### src/rtl/hs_pipe_slice_pkg.sv
`default_nettype none
// ============================================================================
// Module  : hs_pkg
// Brief   : Shared slice-mode constants and occupancy sizing for hs_pipe_slice.
// Revision: 1.0 - initial release
// ============================================================================
package hs_pkg;

    localparam int HS_MODE_BYPASS = 0;
    localparam int HS_MODE_FWD    = 1;
    localparam int HS_MODE_BWD    = 2;
    localparam int HS_MODE_FULL   = 3;

    // Per-stage held-beat count (0..2).
    typedef logic [1:0] hs_occ_t;

    function automatic int hs_occ_w(input int stages);
        return $clog2(2 * stages + 1);
    endfunction

endpackage
`default_nettype wire

### src/rtl/hs_pipe_slice_stage.sv
`default_nettype none
// ============================================================================
// Module  : hs_slice_stage
// Brief   : One valid/ready register slice stage (bypass, fwd, bwd/skid, full).
// Revision: 1.0 - initial release
// ============================================================================
module hs_slice_stage
    import hs_pkg::*;
#(
    parameter int DATA_W = 3,
    parameter int MODE   = HS_MODE_FULL
) (
    input  logic              sys_clk,
    input  logic              sys_rst_n,
    input  logic              valid_up,
    input  logic [DATA_W-1:0] data_up,
    output logic              ready_up,
    output logic              valid_down,
    output logic [DATA_W-1:0] data_down,
    input  logic              ready_down,
    output hs_occ_t           occ
);

    generate
        if (MODE == HS_MODE_FWD) begin : g_fwd
            logic              v;
            logic [DATA_W-1:0] data_q;

            assign ready_up = !v || ready_down;

            always_ff @(posedge sys_clk or negedge sys_rst_n) begin
                if (!sys_rst_n) begin
                    v      <= 1'b0;
                    data_q <= '0;
                end else if (valid_up && ready_up) begin
                    v      <= 1'b1;
                    data_q <= data_up;
                end else if (ready_down) begin
                    v      <= 1'b0;
                end
            end

            assign valid_down = v;
            assign data_down  = data_q;
            assign occ        = {1'b0, v};
        end else if (MODE == HS_MODE_BWD) begin : g_bwd
            logic              skid_v;
            logic [DATA_W-1:0] skid_data;

            // Ready comes straight from a flop, cutting the backward path.
            assign ready_up   = !skid_v;
            assign valid_down = valid_up || skid_v;
            assign data_down  = skid_v ? skid_data : data_up;

            always_ff @(posedge sys_clk or negedge sys_rst_n) begin
                if (!sys_rst_n) begin
                    skid_v    <= 1'b0;
                    skid_data <= '0;
                end else if (ready_down) begin
                    skid_v    <= 1'b0;
                end else if (valid_up && !skid_v) begin
                    skid_v    <= 1'b1;
                    skid_data <= data_up;
                end
            end

            assign occ = {1'b0, skid_v};
        end else if (MODE == HS_MODE_FULL) begin : g_full
            // State bits are {main_v, skid_v}.
            localparam logic [1:0] ST_EMPTY = 2'b00;
            localparam logic [1:0] ST_ONE   = 2'b10;
            localparam logic [1:0] ST_TWO   = 2'b11;

            logic [1:0]        state;
            logic [DATA_W-1:0] main_q;
            logic [DATA_W-1:0] skid_q;
            logic              take_in;
            logic              take_out;

            assign ready_up = !state[0];
            assign take_in  = valid_up && ready_up;
            assign take_out = state[1] && ready_down;

            always_ff @(posedge sys_clk or negedge sys_rst_n) begin
                if (!sys_rst_n) begin
                    state  <= ST_EMPTY;
                    main_q <= '0;
                    skid_q <= '0;
                end else begin
                    case (state)
                        ST_EMPTY: begin
                            if (take_in) begin
                                state  <= ST_ONE;
                                main_q <= data_up;
                            end
                        end
                        ST_ONE: begin
                            if (take_in && take_out) begin
                                main_q <= data_up;
                            end else if (take_in) begin
                                state  <= ST_TWO;
                                skid_q <= data_up;
                            end else if (take_out) begin
                                state  <= ST_EMPTY;
                            end
                        end
                        ST_TWO: begin
                            if (take_out) begin
                                state  <= ST_ONE;
                                main_q <= skid_q;
                            end
                        end
                        default: begin
                            state <= ST_EMPTY;
                        end
                    endcase
                end
            end

            assign valid_down = state[1];
            assign data_down  = main_q;
            assign occ        = state[0] ? 2'd2 : {1'b0, state[1]};
        end else begin : g_bypass
            logic unused_clk_rst;

            assign unused_clk_rst = sys_clk ^ sys_rst_n;
            assign valid_down     = valid_up;
            assign data_down      = data_up;
            assign ready_up       = ready_down;
            assign occ            = 2'd0;
        end
    endgenerate

endmodule
`default_nettype wire

### src/rtl/hs_pipe_slice.sv
`default_nettype none
// ============================================================================
// Module  : hs_pipe_slice
// Brief   : Parametrised chain of valid/ready slice stages with occupancy count.
// Revision: 1.0 - initial release
// ============================================================================
module hs_pipe_slice
    import hs_pkg::*;
#(
    parameter int DATA_W = 3,
    parameter int STAGES = 1,
    parameter int MODE   = HS_MODE_FULL
) (
    input  logic                          sys_clk,
    input  logic                          sys_rst_n,
    input  logic                          valid_up,
    input  logic [DATA_W-1:0]             data_up,
    output logic                          ready_up,
    output logic                          valid_down,
    output logic [DATA_W-1:0]             data_down,
    input  logic                          ready_down,
    output logic [hs_occ_w(STAGES)-1:0]   occupancy
);

    localparam int OCC_W = hs_occ_w(STAGES);

    generate
        if (MODE == HS_MODE_BYPASS) begin : g_bypass
            logic unused_clk_rst;

            assign unused_clk_rst = sys_clk ^ sys_rst_n;
            assign valid_down     = valid_up;
            assign data_down      = data_up;
            assign ready_up       = ready_down;
            assign occupancy      = '0;
        end else begin : g_chain
            // Index k is the upstream side of stage k; index STAGES is the output.
            logic [STAGES:0]   valid_c;
            logic [STAGES:0]   ready_c;
            logic [DATA_W-1:0] data_c [STAGES+1];
            hs_occ_t           occ_c  [STAGES];
            logic [OCC_W-1:0]  occ_sum;

            assign valid_c[0]       = valid_up;
            assign data_c[0]        = data_up;
            assign ready_up         = ready_c[0];
            assign valid_down       = valid_c[STAGES];
            assign data_down        = data_c[STAGES];
            assign ready_c[STAGES]  = ready_down;

            for (genvar k = 0; k < STAGES; k++) begin : g_stage
                hs_slice_stage #(
                    .DATA_W (DATA_W),
                    .MODE   (MODE)
                ) u_stage (
                    .sys_clk    (sys_clk),
                    .sys_rst_n  (sys_rst_n),
                    .valid_up   (valid_c[k]),
                    .data_up    (data_c[k]),
                    .ready_up   (ready_c[k]),
                    .valid_down (valid_c[k+1]),
                    .data_down  (data_c[k+1]),
                    .ready_down (ready_c[k+1]),
                    .occ        (occ_c[k])
                );
            end

            always_comb begin
                occ_sum = '0;
                for (int k = 0; k < STAGES; k++) begin
                    occ_sum = occ_sum + OCC_W'(occ_c[k]);
                end
            end

            assign occupancy = occ_sum;
        end
    endgenerate

endmodule
`default_nettype wire

### config.mk
export PLATFORM = sky130hd
export DESIGN_NAME = hs_pipe_slice
export DESIGN_NICKNAME = d
export VERILOG_FILES = /design/src/rtl/hs_pipe_slice_pkg.sv /design/src/rtl/hs_pipe_slice_stage.sv /design/src/rtl/hs_pipe_slice.sv
export SDC_FILE = /design/constraint.sdc
export NUM_CORES = 1
export LEC_CHECK = 0
export BUFFER_PORTS_ARGS = -buffer_cell sky130_fd_sc_hd__buf_2
export CAP_MARGIN = 30
export CORE_MARGIN = 10
export CORE_UTILIZATION = 38
export DETAILED_ROUTE_END_ITERATION = 10
export PLACE_DENSITY = 0.61
export SYNTH_ARGS = -nofsm -noshare
export SYNTH_HDL_FRONTEND = slang
export SYNTH_SLANG_ARGS = --single-unit
export TNS_END_PERCENT = 50
### constraint.sdc
create_clock -name sys_clk -period 3.6 [get_ports sys_clk]
set_input_delay 0.18 -clock sys_clk [delete_from_list [all_inputs] [get_ports sys_clk]]
set_output_delay 0.18 -clock sys_clk [all_outputs]
set_load 0.02 [all_outputs]
==> summary.txt <==
Worst setup path
  • Worst reg2reg setup slack: 2.01 ns
  • Category of the worst setup path capture point: flip-flop
  • Data required time at the worst endpoint: 3.74 ns
  • Depth of the worst register-to-register path: 5
  • Launch instance of the worst register-to-register path: g_chain.g_stage[0].u_stage.g_full.state[0]
  • Terminus of the critical flop-to-flop path: g_chain.g_stage[0].u_stage.data_down[1]
  • Class of the most critical setup path: flip-flop to flip-flop
  • Worst Setup Start Kind: flip-flop
  • Data arrival at the endpoint of the critical path: 1.73 ns
  • Max FO, Critical Path: 7

Synthesis
  • Cell accounting for the most synthesized area: sky130_fd_sc_hd__dfrtp_1
  • Netlist cell types: 18
  • Net count of the mapped netlist: between 50 and 60
  • Proportion of synthesized chip area in sequential cells: 40.2%
  • Yosys Warn Count: 0
  • Fraction of synthesized cell area taken by the top area cell type: 40.2%
  • Register bit total from synthesis: 8
  • Mapped cell area: 498 sq um
  • Post-synthesis instance total: 41
  • Main area contributors after synthesis: sky130_fd_sc_hd__dfrtp_1 40%, sky130_fd_sc_hd__mux2_2 14%, sky130_fd_sc_hd__ha_1 10%, sky130_fd_sc_hd__mux2_4 9.0%, sky130_fd_sc_hd__a22oi_4 4.3%
  • Mean instance size in the synthesized netlist: 12.1 sq um

Power
  • Overall power of the completed layout: slightly below 600 uW
  • Static power due to leakage: ~0.0003 uW
  • Largest vdd supply drop: 0.436 mV
  • Total power divided by cell area: about 960 mW/mm^2

Drt
  • Detail-routed net length per standard cell: 13.9 um
  • Total via count after detailed routing: 360
  • Total wire length after detailed routing: 1.00 mm
  • Residual antenna-violating net count after detailed routing: 0
  • Drt initial violations: 7
  • Post-DR vias/cell: 5.00
  • Pre-Repair DR Iteration Count: 2
  • Count of unresolved DRC violations after routing: 0

Placement
  • Half-perimeter wire length after placement: 817 um
  • RePlAce Congestion: 0.748
  • Port bufs: 13
  • Post-place instance area: 581 sq um

Die
  • Vertical die dimension: ~56 um
  • Die outline area: 0.00316 sq mm
  • Standard-cell rows: 12
  • Initial Util: a little over two fifths
  • Count of pins on the block boundary: 14
  • Area inside the core boundary: 0.00117 sq mm
  • Die extent in x: 56.2 um

STA
  • Relative slew slack: 83.2%
  • Worst Max-Slew Pin Slew: between 0.2 and 0.3 ns
  • Ratio of final minimum period to clock period: 44.2%
  • Unrepaired setup endpoints after global routing: false
  • Post-layout minimum cycle time: 1.59 ns
  • Total negative slack: 0 ns
  • Final hold violation count: 0
  • Post-Route Skew: 0.00512 ns
  • Final Setup Violations: 0
  • Fmax achieved: 629 MHz
  • Final-report max-slew violation count: 0

Min path
  • Destination of the worst hold path: g_chain.g_stage[0].u_stage.g_full.skid_q[0]
  • Hold path startpoint: data_up[0]
  • Instance count along the most critical hold path: 2
  • Class of the tightest hold or removal check: input pin to flip-flop

Final layout
  • Fraction of final layout cells with drive strength greater than 1: ~50%
  • Final core utilization: 52.4%
  • Fill cell total of the finished layout: 102
  • Final cell area excluding filler cells: 613 sq um
  • Area growth, synth to finish: 23.1%
  • Nets: 71
  • Register Area: 200 sq um
  • Total area of multi-input combinational cells: 283 sq um
  • Number of diodes added for antenna fixing: 0

Clocking
  • H-Tree Depth: 1
  • TritonCTS clock tree: done
  • Number of buffers added by the clock tree synthesis step: 3
  • Number of buffers on the longest clock path: 2
  • Worst-skew pair later-pin latency: 0.25 ns
  • Number of sinks handled by clock tree synthesis: 8
  • Clk pin slew, worst setup/hold paths: 0.06 ns
  • Root buffer cell: sky130_fd_sc_hd__clkbuf_4
  • Resized cells post-CTS: 0

GRT
  • Initial antenna violation count: 0
  • Largest net degree at the start of global routing: 9
  • Via count of the first global-routing pass: 360
  • GRT Resource Usage Total: 6.64%
  • Wire length of the first global-routing pass: 1.69 mm
  • Total congestion overflow after global routing: 0

Status
  • Result of the run: completed

Flow run
  • Number of maximum-capacitance constraint violations: 0
layout by cell type, fill, tap and decap left out:
| cell | instances |
|---|---|
| sky130_fd_sc_hd__inv_1 | 4 |
| sky130_fd_sc_hd__buf_2 | 13 |
| sky130_fd_sc_hd__a22oi_4 | 1 |
| sky130_fd_sc_hd__xor2_1 | 1 |
| sky130_fd_sc_hd__dfrtp_1 | 8 |
| sky130_fd_sc_hd__clkbuf_4 | 3 |
| sky130_fd_sc_hd__nand3_4 | 1 |
| sky130_fd_sc_hd__dlygate4sd3_1 | 1 |
| sky130_fd_sc_hd__a31oi_1 | 1 |
| sky130_fd_sc_hd__ha_1 | 4 |
| sky130_fd_sc_hd__o21ai_1 | 1 |
| sky130_fd_sc_hd__nand4_1 | 1 |
| sky130_fd_sc_hd__mux2_2 | 6 |
| sky130_fd_sc_hd__nand3_1 | 1 |
| sky130_fd_sc_hd__a21oi_1 | 2 |
| sky130_fd_sc_hd__nand2b_2 | 1 |
| sky130_fd_sc_hd__nand2_2 | 1 |
| sky130_fd_sc_hd__a21boi_0 | 1 |
| sky130_fd_sc_hd__mux2_4 | 3 |
| sky130_fd_sc_hd__o21ai_0 | 2 |
| sky130_fd_sc_hd__nand2_1 | 2 |
report_power, final:
part	switching [uW]	total [uW]	internal (uW)
clock	29.7	67.8	38.1
combinational	184	349	165
sequential	33.9	171	137
total	247	588	341
worst max-delay path, cell delays in order (launching register included):
cell,delay [ns]
sky130_fd_sc_hd__dfrtp_1,0.44
sky130_fd_sc_hd__inv_1,0.14
sky130_fd_sc_hd__ha_1,0.31
sky130_fd_sc_hd__o21ai_1,0.15
sky130_fd_sc_hd__nand3_4,0.13
sky130_fd_sc_hd__mux2_4,0.30
metrics by stage:
step | hold slack (ns) | instances | worst slack (ns)
2_1_floorplan | -0.116 | 41 | 1.77
4_1_cts | 0.169 | 72 | 2.01
3_5_place_dp | 0.0339 | 68 | 2.02
5_1_grt | 0.170 | 72 | 1.93
6_report | 0.176 | 72 | 2.01
3_3_place_gp | 0.0287 | 68 | 2.02
worst max-delay path by stage:
stage                                                         end  slack [ns]  cells past startpoint                                        from
after CTS                 g_chain.g_stage[0].u_stage.data_down[1]        2.01                      4  g_chain.g_stage[0].u_stage.g_full.state[1]
after floorplan           g_chain.g_stage[0].u_stage.data_down[0]        1.77                      5  g_chain.g_stage[0].u_stage.g_full.state[0]
after global routing      g_chain.g_stage[0].u_stage.data_down[1]        1.93                      4  g_chain.g_stage[0].u_stage.g_full.state[1]
final                     g_chain.g_stage[0].u_stage.data_down[1]        2.01                      5  g_chain.g_stage[0].u_stage.g_full.state[0]
after global placement    g_chain.g_stage[0].u_stage.data_down[0]        2.02                      5  g_chain.g_stage[0].u_stage.g_full.state[0]
after detailed placement  g_chain.g_stage[0].u_stage.data_down[1]        2.02                      4  g_chain.g_stage[0].u_stage.g_full.state[1]
flip-flops by register name (all words and copies together) (netlist names):
signal                                 flops
g_chain.g_stage.u_stage.data_down          3
g_chain.g_stage.u_stage.g_full.state       2
g_chain.g_stage.u_stage.g_full.skid_q      3
timing repair:
item                      CTS  global route
hold buffers                1             0
setup buffers               0             0
hold endpoints to repair    8             0
cell families (layout without fill, tap and decap cells):
logic type      count (synthesis)  count (layout)  synth area share [%]
mux                             9               9                  22.6
compound gates                  8               8                  12.1
simple gates                    7               7                  10.3
fa+ha+maj                       4               4                  10.1
buf+inv                         4              21                  3.01
flops                           8               8                  40.2
xor+xnor                        1               1                  1.76
cell usage after synthesis (all sizes together):
master and count:
mux2 9, dfrtp 8, ha 4, inv 4, nand2 3, o21ai 3, a21oi 2, nand3 2
a21boi 1, a22oi 1, a31oi 1, nand2b 1, nand4 1, xor2 1
layer usage:
layer | track usage (%) | routed length (um)
met5 | 0 | 0
met4 | 0 | 0
met3 | 5.92 | 111
met2 | 8.98 | 457
met1 | 8.09 | 432
area by class of cell:
| class | count | share of cell area [%] |
|---|---|---|
| Multi-Input combinational cell | 29 | 46.1 |
| Sequential cell | 8 | 32.7 |
| Timing Repair Buffer | 14 | 12.2 |
| Clock buffer | 3 | 3.67 |
| Tap cell | 14 | 2.86 |
| Inverter | 4 | 2.45 |
(Power assumes the default switching activity.)
